==> src/rtl/dm_access_ctrl.sv <==
// JOF32 memory-stage data-memory access controller: req/gnt/rvalid handshake,
// byte-lane load alignment, read-modify-write byte stores, per-phase timeout.
module dm_access_ctrl #(
  parameter int unsigned ADDR_W   = 32,
  parameter int unsigned MAX_WAIT = 15
) (
  input  logic              clk,
  input  logic              rst_n,
  input  logic              mem_read,
  input  logic              mem_write,
  input  logic              ld_byte,
  input  logic              st_byte,
  input  logic [ADDR_W-1:0] addr,
  input  logic [31:0]       wdata,
  output logic              stall,
  output logic [31:0]       lw,
  output logic              ld_valid,
  output logic              bus_err,
  output logic              dm_req,
  output logic              dm_we,
  output logic [ADDR_W-1:0] dm_addr,
  output logic [31:0]       dm_wdata,
  input  logic              dm_gnt,
  input  logic              dm_rvalid,
  input  logic [31:0]       dm_rdata
);

  localparam int unsigned CNT_W = (MAX_WAIT < 2) ? 1 : $clog2(MAX_WAIT + 1);

  typedef enum logic [2:0] {IDLE, RD, RWAIT, WR, DONE} state_t;

  state_t           state, state_next;
  logic [CNT_W-1:0] cnt;
  logic             is_load;
  logic             byte_ld;
  logic [1:0]       lane;
  logic [7:0]       wbyte;

  logic             op, bad, timeout, busy;
  logic             err_set, ld_set;
  logic [7:0]       lane_byte;
  logic [31:0]      merged;

  assign op   = mem_read | mem_write;
  assign bad  = (mem_read & mem_write)
              | (mem_read  & ~ld_byte & (addr[1:0] != 2'b00))
              | (mem_write & ~st_byte & (addr[1:0] != 2'b00));
  assign busy = (state == RD) | (state == RWAIT) | (state == WR);
  // cnt is 0 on the first cycle in a phase, so MAX_WAIT-1 marks the MAX_WAIT-th cycle
  assign timeout = (cnt == CNT_W'(MAX_WAIT - 1));

  // reset gating keeps the pipeline free while the controller is held in reset
  assign stall = rst_n & (((state == IDLE) & op) | busy);

  always_comb begin
    lane_byte = dm_rdata[{lane, 3'b000} +: 8];
    merged    = dm_rdata;
    merged[{lane, 3'b000} +: 8] = wbyte;
  end

  always_comb begin
    state_next = state;
    err_set    = 1'b0;
    ld_set     = 1'b0;
    unique case (state)
      IDLE: begin
        if (op) begin
          if (bad) begin
            state_next = DONE;
            err_set    = 1'b1;
          end else if (mem_read || st_byte) begin
            state_next = RD;
          end else begin
            state_next = WR;
          end
        end
      end
      RD: begin
        if (dm_gnt) begin
          state_next = RWAIT;
        end else if (timeout) begin
          state_next = DONE;
          err_set    = 1'b1;
        end
      end
      RWAIT: begin
        if (dm_rvalid) begin
          state_next = is_load ? DONE : WR;
          ld_set     = is_load;
        end else if (timeout) begin
          state_next = DONE;
          err_set    = 1'b1;
        end
      end
      WR: begin
        if (dm_gnt) begin
          state_next = DONE;
        end else if (timeout) begin
          state_next = DONE;
          err_set    = 1'b1;
        end
      end
      DONE:    state_next = IDLE;
      default: state_next = IDLE;
    endcase
  end

  always_ff @(posedge clk or negedge rst_n) begin
    if (!rst_n) state <= IDLE;
    else        state <= state_next;
  end

  always_ff @(posedge clk or negedge rst_n) begin
    if (!rst_n) begin
      cnt      <= '0;
      lw       <= '0;
      ld_valid <= 1'b0;
      bus_err  <= 1'b0;
      dm_req   <= 1'b0;
      dm_we    <= 1'b0;
      dm_addr  <= '0;
      dm_wdata <= '0;
      is_load  <= 1'b0;
      byte_ld  <= 1'b0;
      lane     <= '0;
      wbyte    <= '0;
    end else begin
      ld_valid <= ld_set;
      bus_err  <= err_set;
      dm_req   <= (state_next == RD) || (state_next == WR);
      dm_we    <= (state_next == WR);

      if (state_next != state)
        cnt <= '0;
      else if (busy)
        cnt <= cnt + 1'b1;

      if ((state == IDLE) && op && !bad) begin
        dm_addr <= {addr[ADDR_W-1:2], 2'b00};
        is_load <= mem_read;
        byte_ld <= ld_byte;
        lane    <= addr[1:0];
        wbyte   <= wdata[7:0];
        if (!mem_read && !st_byte)
          dm_wdata <= wdata;
      end

      if ((state == RWAIT) && dm_rvalid) begin
        if (is_load)
          lw <= byte_ld ? {24'h0, lane_byte} : dm_rdata;
        else
          dm_wdata <= merged;
      end
    end
  end

endmodule

==> config.mk <==
export PLATFORM = sky130hd
export DESIGN_NAME = dm_access_ctrl
export DESIGN_NICKNAME = d
export VERILOG_FILES = /design/src/rtl/dm_access_ctrl.sv
export SDC_FILE = /design/constraint.sdc
export NUM_CORES = 1
export LEC_CHECK = 0
export ABC_AREA = 0
export BUFFER_PORTS_ARGS = -buffer_cell sky130_fd_sc_hd__buf_4
export CELL_PAD_IN_SITES_DETAIL_PLACEMENT = 0
export CELL_PAD_IN_SITES_GLOBAL_PLACEMENT = 1
export CORE_ASPECT_RATIO = 0.8
export CORE_MARGIN = 8
export CORE_UTILIZATION = 25
export CTS_CLUSTER_DIAMETER = 60
export DETAILED_ROUTE_END_ITERATION = 10
export PLACE_DENSITY = 0.61
export SLEW_MARGIN = 10
export SYNTH_ARGS = -nofsm -noshare
export SYNTH_HDL_FRONTEND = slang
export SYNTH_SLANG_ARGS = --single-unit
==> constraint.sdc <==
create_clock -name clk -period 2.2 [get_ports clk]
set_input_delay 0.11 -clock clk [delete_from_list [all_inputs] [get_ports clk]]
set_output_delay 0.11 -clock clk [all_outputs]
set_load 0.05 [all_outputs]
==> flow_summary.toml <==
[drt]
wirelength_um = 20300
vias = 4931
routedWlPerCell_um = 19.2
first_iter_violations = 282
route.detailed.drc = 0
first_pass_iters = 5
final_antenna_net_count = 0
detail_route.vias_per_cell = 4.66

[worst_setup_path]
slowest_stage = "dfrtp_1"
start_kind = "flop"
crit_path_end_kind = "flop"
path_max_fanout = 67
cp_cell_sequence = "nand3b_1 > or3_2 > buf_12 > a221oi_1 > a21oi_1"
cpPeakStageDelay_ns = 0.49
critPathArrivalTime_ns = 2.33
critPathKind = "reg2reg"
required_ns = 2.48
reg2reg_slack_ns = 0.15
r2r_start = "state[0]"
worstRegToRegCells = 5
r2r_end = "dm_wdata[15]"

[floorplanning]
core_area_sq_um = 21500
die_area_sq_um = 26800
start_util = 0.254
rows = 48
die_w_um = 181
die_h_um = 148
pin_count = 205

[global_route]
grt_pass1_wl_um = 31500
antenna_found_initial = 2
grt_start_max_net_pins = 118
grt_pass1_vias = 5465
grt.total_usage = 0.152
overflow = 0

[logic_synthesis]
synth-seq-area-share = 0.537
synth_flop_cell = "dfrtp_1"
async_reset_ff_frac = 1.00
synth_cell_types = 45
synthCells = 480
syn_area_per_cell_sq_um = 11.4
synth.area.top_cells = "dfrtp_1, mux2_2, mux2i_1, a221oi_1, nand2_1"
synth_top_area_share = 0.537
yosysWarnings = 0
netlist_area_sq_um = 5460
ys_ff_latch = 117
yosysTopAreaCell = "dfrtp_1"
synth-edff-count = 0

[place]
place.detailed.instances = 944
place_congestion = 0.813
dp_hpwl_um = 15200
io_buffers = 202

[layout]
syn2layout_area_growth_pct = 61.7
layout_common_cells = "buf_4, dfrtp_1, dlygate4sd3_1"
instances_no_fill = 1058
layout.nets = 879
layout_commonest_cell = "buf_4"
drive_above_1_share = 0.394

[timing]
period_share = 0.931
hold_viol_final = 0
rsz0062_at_grt = "false"
slew_headroom = 0.534
finalSetupViolCount = 0
period_minus_slack_ns = 2.05
worst_pin_slew_ns = 0.697
tns_ns = 0
fmax_mhz = 488
skew_ns = 0.0139
timing.hold.ws_ns = 0.0133
slew_viol_final = 0

[clock_network]
cts_buffers = 17
cts_setup_buffers = 0
cts-root-buf = "clkbuf_16"
worstSkewPairLatency_ns = 0.42
cts_htree_levels = 4
clkTransAtPathRegs_ns = 0.06
ctsLongestPathBuffers = 2
cts_sinks = 117
cts_tree = "built"

[power]
power.leakage_nw = 4.29
irDropWorstVdd_mv = 0.817
power.density_nw_per_um2 = 1680

[hold_path]
min_path_type = "in2reg"
hold_depth = 3
min_from = "wdata[27]"
min_to = "dm_wdata[27]"

[outcome]
status = "complete, no violations"

[flow_run]
max-cap-violations = 0
==> report_power, final <==
group	total, mW	internal [mW]	switching, mW
clock	3.14	2.15	0.986
combinational	7.75	2.57	5.18
sequential	3.96	3.20	0.756
==> worst max-delay path: cells and delay by family (launching register included) <==
kind	cells	cell delay (ns)
buf+inv	1	0.21
compound gates	2	0.47
flops	1	0.49
simple gates	2	0.71
==> worst max path at each step <==
stage,cells past startpoint,endpoint,from,slack (ns)
2_1_floorplan,5,dm_wdata[0],lane[0],0.26
3_3_place_gp,5,dm_wdata[8],state[0],0.12
3_5_place_dp,5,dm_wdata[9],state[0],0.08
4_1_cts,5,dm_wdata[9],state[0],0.07
5_1_grt,5,dm_wdata[15],state[0],0.05
6_report,5,dm_wdata[15],state[0],0.15
==> cells by family (layout without fill, tap and decap cells) <==
kind of cell    after synthesis  after routing  synth area share
compound gates              123            123             0.148
flops                       117            117             0.537
simple gates                103            103            0.0958
mux                          81             81             0.158
buf+inv                      45            345            0.0404
fa+ha+maj                     7              7            0.0161
xor+xnor                      3              3           0.00482
other cells                   1              4          0.000687
==> synthesized netlist by cell type, types with 2 or more instances <==
cell type / count
a21oi_1: 36
a221o_1: 6
a221oi_1: 32
and3_1: 6
buf_1: 2
buf_2: 5
buf_4: 2
buf_6: 5
clkbuf_1: 19
clkinv_1: 6
dfrtp_1: 117
ha_1: 7
inv_1: 5
mux2_2: 41
mux2i_1: 40
nand2_1: 58
nand3_1: 5
nor2_1: 7
nor2b_1: 4
nor3_1: 6
nor3b_1: 2
nor4_1: 3
nor4_2: 2
nor4b_2: 2
o211ai_1: 3
o21ai_0: 35
o21bai_1: 2
o22ai_1: 2
or3_1: 2
xnor2_1: 3
==> state kept, by name, summed over array words and instances, names as in the netlist, 2 cells and up <==
register,cells
cnt,4
dm_addr,30
dm_wdata,32
lane,2
lw,32
state,3
wbyte,8
==> routing by layer <==
layer | wire length [um] | GRT usage | up-vias
met3 | 1900 | 0.0687 | 21
met5 | 0 | 0 | -
met4 | 256 | 0.0397 | 0
li1 | - | - | 2337
met2 | 9020 | 0.234 | 202
met1 | 9110 | 0.190 | 2371
==> repair_timing <==
| action | in CTS | in global routing |
|---|---|---|
| gates resized for setup | 0 | 3 |
| hold buffers | 80 | 0 |
| endpoints found under the setup margin | 0 | 3 |
| endpoints found under the hold margin | 197 | 0 |
==> cell type report <==
type,count,area (sq um)
fill,2066,12700
inverter,12,45.0
clock inverter,9,170
tap,275,344
sequential,117,2930
antenna,2,5.00
timing repair buffer,301,2500
clock buffer,23,498
multi-input combinational,319,2340
==> stage by stage <==
step / instance area, sq um / setup slack (ns) / utilization / power [mW]
2_1_floorplan: 5460 / 0.263 / - / 8.99
3_3_place_gp: 7330 / 0.118 / 0.341 / 11.6
3_5_place_dp: 7330 / 0.0799 / 0.341 / 11.7
4_1_cts: 8800 / 0.0732 / 0.409 / 15.0
5_1_grt: 8820 / 0.0513 / 0.410 / 15.7
6_report: 8820 / 0.151 / 0.410 / 14.8
Note: power is estimated with default switching activity, not from simulation.
